--- src/rtl/mc_maindec.sv ---
// Multicycle MIPS main control FSM; memory states stretch by MEM_WAIT cycles.
// Optional: define MC_MAINDEC_TRAP_EN to trap unsupported opcodes in a HALT state.
module mc_maindec #(
  parameter int unsigned MEM_WAIT = 0,
  parameter int unsigned CNT_W    = 4
) (
  input  logic       clk,
  input  logic       reset,
  input  logic [5:0] op,
  output logic       memwrite,
  output logic       irwrite,
  output logic       pcwrite,
  output logic       branch,
  output logic       iord,
  output logic       memtoreg,
  output logic       regdst,
  output logic       regwrite,
  output logic       alusrca,
  output logic [1:0] alusrcb,
  output logic [1:0] pcsrc,
  output logic [1:0] aluop,
  output logic [3:0] state,
  output logic       illegal_op
);

  typedef enum logic [3:0] {
    S_FETCH   = 4'd0,
    S_DECODE  = 4'd1,
    S_MEMADR  = 4'd2,
    S_MEMRD   = 4'd3,
    S_MEMWB   = 4'd4,
    S_MEMWR   = 4'd5,
    S_RTYPEEX = 4'd6,
    S_RTYPEWB = 4'd7,
    S_BEQEX   = 4'd8,
    S_ADDIEX  = 4'd9,
    S_ADDIWB  = 4'd10,
`ifdef MC_MAINDEC_TRAP_EN
    S_JEX     = 4'd11,
    S_HALT    = 4'd15
`else
    S_JEX     = 4'd11
`endif
  } state_t;

  typedef struct packed {
    logic       memwrite;
    logic       irwrite;
    logic       pcwrite;
    logic       branch;
    logic       iord;
    logic       memtoreg;
    logic       regdst;
    logic       regwrite;
    logic       alusrca;
    logic [1:0] alusrcb;
    logic [1:0] pcsrc;
    logic [1:0] aluop;
  } ctrl_t;

  localparam logic [5:0] OP_LW    = 6'b100011;
  localparam logic [5:0] OP_SW    = 6'b101011;
  localparam logic [5:0] OP_RTYPE = 6'b000000;
  localparam logic [5:0] OP_BEQ   = 6'b000100;
  localparam logic [5:0] OP_ADDI  = 6'b001000;
  localparam logic [5:0] OP_J     = 6'b000010;

  localparam logic [CNT_W-1:0] WAIT_C = CNT_W'(MEM_WAIT);

  state_t           state_q, state_d;
  logic [CNT_W-1:0] cnt_q, cnt_d;
  ctrl_t            ctrl_q;
  logic             op_ok;

  function automatic ctrl_t decode(input state_t s, input logic last);
    ctrl_t c;
    c = '0;
    case (s)
      S_FETCH: begin
        c.alusrcb = 2'b01;
        c.irwrite = last;
        c.pcwrite = last;
      end
      S_DECODE:  c.alusrcb = 2'b11;
      S_MEMADR, S_ADDIEX: begin
        c.alusrca = 1'b1;
        c.alusrcb = 2'b10;
      end
      S_MEMRD:   c.iord = 1'b1;
      S_MEMWB: begin
        c.memtoreg = 1'b1;
        c.regwrite = 1'b1;
      end
      S_MEMWR: begin
        c.iord     = 1'b1;
        c.memwrite = 1'b1;
      end
      S_RTYPEEX: begin
        c.alusrca = 1'b1;
        c.aluop   = 2'b10;
      end
      S_RTYPEWB: begin
        c.regdst   = 1'b1;
        c.regwrite = 1'b1;
      end
      S_BEQEX: begin
        c.alusrca = 1'b1;
        c.aluop   = 2'b01;
        c.pcsrc   = 2'b01;
        c.branch  = 1'b1;
      end
      S_ADDIWB:  c.regwrite = 1'b1;
      S_JEX: begin
        c.pcsrc   = 2'b10;
        c.pcwrite = 1'b1;
      end
      default: c = '0;
    endcase
    return c;
  endfunction

  always_comb begin
    op_ok = (op == OP_LW) || (op == OP_SW) || (op == OP_RTYPE) ||
            (op == OP_BEQ) || (op == OP_ADDI) || (op == OP_J);
  end

  always_comb begin
    state_d = state_q;
    cnt_d   = '0;
    case (state_q)
      S_FETCH:
        if (cnt_q != WAIT_C) cnt_d = cnt_q + 1'b1;
        else                 state_d = S_DECODE;
      S_DECODE:
        case (op)
          OP_LW, OP_SW: state_d = S_MEMADR;
          OP_RTYPE:     state_d = S_RTYPEEX;
          OP_BEQ:       state_d = S_BEQEX;
          OP_ADDI:      state_d = S_ADDIEX;
          OP_J:         state_d = S_JEX;
`ifdef MC_MAINDEC_TRAP_EN
          default:      state_d = S_HALT;
`else
          default:      state_d = S_FETCH;
`endif
        endcase
      S_MEMADR:  state_d = (op == OP_LW) ? S_MEMRD : S_MEMWR;
      S_MEMRD:
        if (cnt_q != WAIT_C) cnt_d = cnt_q + 1'b1;
        else                 state_d = S_MEMWB;
      S_MEMWR:
        if (cnt_q != WAIT_C) cnt_d = cnt_q + 1'b1;
        else                 state_d = S_FETCH;
      S_RTYPEEX: state_d = S_RTYPEWB;
      S_ADDIEX:  state_d = S_ADDIWB;
`ifdef MC_MAINDEC_TRAP_EN
      S_HALT:    state_d = S_HALT;
`endif
      default:   state_d = S_FETCH;
    endcase
  end

  // Outputs are registered from the next state/counter so they line up with state_q.
  always_ff @(posedge clk) begin
    if (reset) begin
      state_q <= S_FETCH;
      cnt_q   <= '0;
      ctrl_q  <= decode(S_FETCH, WAIT_C == '0);
    end else begin
      state_q <= state_d;
      cnt_q   <= cnt_d;
      ctrl_q  <= decode(state_d, cnt_d == WAIT_C);
    end
  end

  always_comb begin
    illegal_op = (state_q == S_DECODE) && !op_ok;
`ifdef MC_MAINDEC_TRAP_EN
    if (state_q == S_HALT) illegal_op = 1'b1;
`endif
  end

  assign state    = state_q;
  assign memwrite = ctrl_q.memwrite;
  assign irwrite  = ctrl_q.irwrite;
  assign pcwrite  = ctrl_q.pcwrite;
  assign branch   = ctrl_q.branch;
  assign iord     = ctrl_q.iord;
  assign memtoreg = ctrl_q.memtoreg;
  assign regdst   = ctrl_q.regdst;
  assign regwrite = ctrl_q.regwrite;
  assign alusrca  = ctrl_q.alusrca;
  assign alusrcb  = ctrl_q.alusrcb;
  assign pcsrc    = ctrl_q.pcsrc;
  assign aluop    = ctrl_q.aluop;

endmodule

--- config.mk ---
export PLATFORM = sky130hd
export DESIGN_NAME = mc_maindec
export DESIGN_NICKNAME = d
export VERILOG_FILES = /design/src/rtl/mc_maindec.sv
export SDC_FILE = /design/constraint.sdc
export NUM_CORES = 1
export LEC_CHECK = 0
export ABC_AREA = 1
export BUFFER_PORTS_ARGS = -buffer_cell sky130_fd_sc_hd__buf_2
export CAP_MARGIN = 20
export CELL_PAD_IN_SITES_DETAIL_PLACEMENT = 0
export CELL_PAD_IN_SITES_GLOBAL_PLACEMENT = 1
export CORE_MARGIN = 2
export CORE_UTILIZATION = 36
export CTS_CLUSTER_DIAMETER = 120
export DETAILED_ROUTE_END_ITERATION = 8
export HOLD_SLACK_MARGIN = 0.08
export PLACE_DENSITY = 0.89
export SLEW_MARGIN = 20
export SYNTH_ARGS = -nofsm -noshare
export SYNTH_HDL_FRONTEND = slang
export SYNTH_SLANG_ARGS = --single-unit
--- constraint.sdc ---
create_clock -name clk -period 1.9 [get_ports clk]
set_input_delay 0.38 -clock clk [delete_from_list [all_inputs] [get_ports clk]]
set_output_delay 0.38 -clock clk [all_outputs]
set_load 0.05 [all_outputs]
==> impl_metrics.json, run 1 <==
{
  "status": "finished clean",
  "finClkSkew_ns": 0.0118,
  "tightest_slew_ns": 0.332,
  "totalWireLength_um": 2050,
  "synth_area_per_cell_um2": 7.01,
  "whs_ns": 0.451,
  "finish.utilization_pct": 44.8,
  "power_uw": 823,
  "rows": 20,
  "num_vias": 1000,
  "clk_path_buf_depth": 2,
  "rsz0062_at_grt": "false",
  "dieArea_um2": 3620,
  "post_cts_buffers": 0,
  "numPortBuffers": 27,
  "core_area_um2": 3030,
  "syn-cell-area_um2": 1130,
  "cts_hold_buf": 0,
  "clk-insertion-delay-late_ns": 0.30,
  "drt_iter0_markers": 18,
  "cts_made_buffers": 3,
  "fin_nets": 202,
  "setup_viol_count_final": 0,
  "critPathCaptureType": "output pin",
  "cts_num_sinks": 21,
  "hold_path_class": "in2reg",
  "grt_pass1_wl_um": 3560,
  "drv_slew": 0,
  "grt_usage_pct": 12.6,
  "p_per_area_nw_per_um2": 608,
  "critPathRequiredTime_ns": 1.52,
  "io_pins": 28,
  "ant_nets": 0,
  "wl_per_cell_um": 8.72,
  "cts-root-buf": "clkbuf_4",
  "synthAdderAreaFrac_pct": 2.21,
  "synthMuxAreaShare_pct": 0,
  "slowest_stage": "dfxtp_1",
  "crit_path_start_kind": "flip-flop",
  "drive_gt1_share_pct": 36.6,
  "dpl.hpwl_um": 1710,
  "drt_first_pass_iters": 4,
  "path_clk_slew_ns": 0.11,
  "arrival_ns": 1.39,
  "static-leakage-power_uw": 0.000698,
  "synth.distinct_cells": 26,
  "finalCritPeriodShare_pct": 93.3,
  "vdd_drop_max_mv": 0.309,
  "ys_top_cells_by_area": "dfxtp_1 (37%), nand2_1 (9.3%), nor2_1 (9.3%), inv_1 (7.6%), nor2_2 (7.2%)",
  "yosys.area_share.simple_pct": 44.4,
  "crit_type": "reg2out",
  "synth_seq_cells": 21,
  "ctsHtreeMaxLevel": 1,
  "yosysWarnings": 0,
  "final_cell_mix": "nor2_1 (28), nand2_1 (28), buf_2 (26)",
  "yosysTopAreaCell": "dfxtp_1",
  "grt_max_degree": 16,
  "start_util_pct": 37.5,
  "drv_cap": 0,
  "synth_top_family_by_area": "simple AND/OR/NAND/NOR gates",
  "synth_nets": 172,
  "drc": 0,
  "die_x_um": 60.1,
  "cts_resized": 0,
  "worstPathMaxFanout": 4,
  "max_stage_delay_ns": 0.36,
  "cts_tree": "done",
  "fin_tns_setup_ns": 0,
  "gp_congestion": 0.755,
  "synth_compound_area_share_pct": 3.31,
  "viasPerCell": 4.26,
  "synth_xor_area_share_pct": 1.54,
  "r2r_slack_ns": 0.39,
  "antenna_found_initial": 0,
  "grt-ovfl-total": 0,
  "grt_pass1_vias": 874,
  "antenna_cells": 0,
  "synthCells": 162,
  "die_h_um": 60.1,
  "synth_top_cell_area_share_pct": 37.0,
  "max_clock_freq_mhz": 564,
  "crit_chain": "inv_2 > nand2_2 > nor2_2 > inv_1 > nor3_4 > buf_4",
  "seq_area_frac_synth_pct": 37.0,
  "synthToLayoutAreaGrowth_pct": 19.4,
  "min_period_ns": 1.77,
  "hold_viol_final": 0,
  "slew_headroom_pct": 77.9
}
[path summary, 6_finish.rpt]
kind,from,to,depth (start not counted)
min reg2reg,cnt_q[0],cnt_q[0],3
max,state[1],illegal_op,6
max reg2reg,cnt_q[0],pcwrite,11
min,reset,state[2],2
[state kept, by name (all words and copies together) (netlist names)]
name / flops
pcwrite: 1
state: 4
cnt_q: 4
irwrite: 1
regwrite: 1
regdst: 1
aluop: 1
iord: 1
memtoreg: 1
alusrca: 1
pcsrc: 2
memwrite: 1
alusrcb: 2
[kinds of logic (layout without fill, tap and decap cells)]
family	Yosys count	after routing
adders and majority gates	2	2
buffers and inverters	32	61
and+or+nand+nor	100	100
AOI/OAI and AO/OA	5	5
DFF	21	21
xor gates and xnor gates	2	2
[critical path: cells and delay by family (launching register included)]
kind	cells	cell delay (ns)
and+or+nand+nor	3	0.37
DFF	1	0.36
buffers and inverters	3	0.36
[where the power goes]
group / internal [µW] / total, µW / leakage [µW] / switching (µW)
clock network: 81.7 / 206 / 0.0000150 / 125
registers: 452 / 456 / 0.000171 / 4.47
logic: 44.5 / 161 / 0.000512 / 116
total: 578 / 823 / 0.000698 / 245
[per-stage QoR]
step | setup slack, ns | instances | instance area (µm²)
after CTS | 0.0547 | 235 | 1350
after global placement | 0.290 | 231 | 1330
final | 0.127 | 235 | 1360
after floorplan | 0.0895 | 162 | 1150
after detailed placement | 0.296 | 231 | 1330
after global routing | 0.0262 | 235 | 1360
[area by class of cell]
class / instances / area [µm²]
clock buffer: 4 / 26.3
fill: 325 / 1670
inverter: 29 / 111
multi-input combinational: 109 / 596
sequential: 21 / 422
tap: 44 / 55.1
timing repair buffer: 28 / 145
[layer usage]
metal	track usage [%]	wire length, µm	vias to the layer above
li1	-	-	546
met1	18.0	1090	435
met2	19.3	888	19
met3	3.25	66	0
met4	1.90	0	0
met5	0	0	-
[synth_stat cells, drive strengths merged]
library cell	count
nor2	42
nand2	37
inv	29
dfxtp	21
nand3	17
o21ai	3
buf	2
ha	2
nor3	2
a21oi	1
a31oi	1
and2	1
clkbuf	1
nand4	1
xnor2	1
xor2	1
Note: power is estimated with default switching activity, not from simulation.
==> inputs of run 2 (changes only) <==
==> constraint.sdc (replaced) <==
create_clock -name clk -period 1.9 [get_ports clk]
set_input_delay 0.095 -clock clk [delete_from_list [all_inputs] [get_ports clk]]
set_output_delay 0.095 -clock clk [all_outputs]
set_load 0.05 [all_outputs]
==> impl_metrics.json, run 2 (synthesized netlist as in run 1, its figures left out) <==
{
  "drt_first_pass_iters": 4,
  "rsz0062_at_grt": "false",
  "crit_type": "reg2out",
  "net-switching-power_uw": 248,
  "finClkSkew_ns": 0.00360,
  "worstPathMaxFanout": 5,
  "cts_hold_buf": 0,
  "crit_path_start_kind": "flip-flop",
  "critPathRequiredTime_ns": 1.80,
  "antenna_cells": 0,
  "totalWireLength_um": 2080,
  "grt_usage_pct": 12.9,
  "cts-root-buf": "clkbuf_4",
  "tightest_slew_ns": 0.335,
  "drv_slew": 0,
  "grt_pass1_wl_um": 3590,
  "setup_viol_count_final": 0,
  "dieArea_um2": 3620,
  "ant_nets": 0,
  "vdd_drop_max_mv": 0.502,
  "synthToLayoutAreaGrowth_pct": 18.0,
  "path_clk_slew_ns": 0.11,
  "arrival_ns": 1.51,
  "status": "finished clean",
  "wl_per_cell_um": 8.88,
  "comb_power_share_pct": 18.8,
  "start_util_pct": 37.5,
  "drt_iter0_markers": 32,
  "die_x_um": 60.1,
  "max_clock_freq_mhz": 622,
  "slew_headroom_pct": 77.6,
  "die_h_um": 60.1,
  "clk_path_buf_depth": 2,
  "cts_resized": 0,
  "cts_tree": "done",
  "switching_share_pct": 30.4,
  "num_vias": 981,
  "pwr-share-clk_pct": 25.3,
  "finalCritPeriodShare_pct": 84.6,
  "gp_congestion": 0.782,
  "hold_viol_final": 0,
  "p_per_area_nw_per_um2": 610,
  "antenna_found_initial": 0,
  "hold_path_class": "in2reg",
  "dpl.hpwl_um": 1710,
  "power_uw": 817,
  "fin_nets": 201,
  "internal_power_uw": 569,
  "clk-insertion-delay-late_ns": 0.30,
  "final_cell_mix": "nor2_1 (28), nand2_1 (28), buf_2 (27)",
  "grt_max_degree": 16,
  "io_pins": 28,
  "rows": 20,
  "cts_num_sinks": 21,
  "static-leakage-power_uw": 0.000694,
  "whs_ns": 0.164,
  "grt_pass1_vias": 844,
  "ctsHtreeMaxLevel": 1,
  "cts_made_buffers": 3,
  "post_cts_buffers": 0,
  "min_period_ns": 1.61,
  "core_area_um2": 3030,
  "fin_cells": 234,
  "viasPerCell": 4.19,
  "placed_cells_incl_taps": 230,
  "fin_tns_setup_ns": 0,
  "numPortBuffers": 27,
  "drv_cap": 0,
  "critPathCaptureType": "output pin",
  "drc": 0,
  "grt-ovfl-total": 0,
  "drive_gt1_share_pct": 36.3,
  "sequentialPowerShare_pct": 55.9
}
-- run 2: metrics by stage --
step	cell area, µm²	setup slack [ns]	util [%]
final	1340	0.293	44.2
after global routing	1340	0.129	44.2
after floorplan	1140	0.0728	-
after global placement	1310	0.451	43.3
after detailed placement	1310	0.421	43.3
after CTS	1340	0.245	44.2
-- run 2: path summary, 6_finish.rpt --
kind | slack (ns) | startpoint | cells after the start | to
worst max register to register | 0.37 | cnt_q[0] | 11 | pcwrite
worst min register to register | 0.61 | cnt_q[0] | 3 | cnt_q[0]
worst min-delay path | 0.16 | reset | 2 | cnt_q[3]
worst max-delay path | 0.29 | state[1] | 6 | illegal_op
-- run 2: power groups by stage --
| stage | logic [µW] | registers, µW | clock network [µW] |
|---|---|---|---|
| CTS | 154 | 457 | 212 |
| global route | 167 | 458 | 239 |
| finish | 154 | 457 | 207 |
| floorplan | 75.5 | 507 | 0 |
| global placement | 154 | 467 | 0 |
| detailed placement | 153 | 467 | 0 |
-- run 2: routing by layer --
layer | up-vias | global-route usage, % | part of all wire (%) | wire length, µm
li1 | 545 | - | - | -
met1 | 419 | 19.7 | 55 | 1130
met2 | 15 | 18.5 | 41 | 861
met3 | 2 | 3.25 | 3.5 | 72
met4 | 0 | 1.90 | 0.48 | 10
met5 | - | 0 | 0 | 0
-- run 2: cell type report --
type | count | area, µm²
clock inverter | 1 | 5.00
clock buffer | 3 | 22.5
timing repair buffer | 27 | 135
tap | 44 | 55.1
fill | 309 | 1690
multi-input combinational | 109 | 589
sequential | 21 | 420
inverter | 29 | 111
-- run 2: worst max-delay path, cell delays in order, from the launching register on --
cell	delay, ns
dfxtp_1	0.36
inv_2	0.07
nand2_2	0.07
nor2_2	0.20
inv_1	0.07
nor3_2	0.16
buf_2	0.28
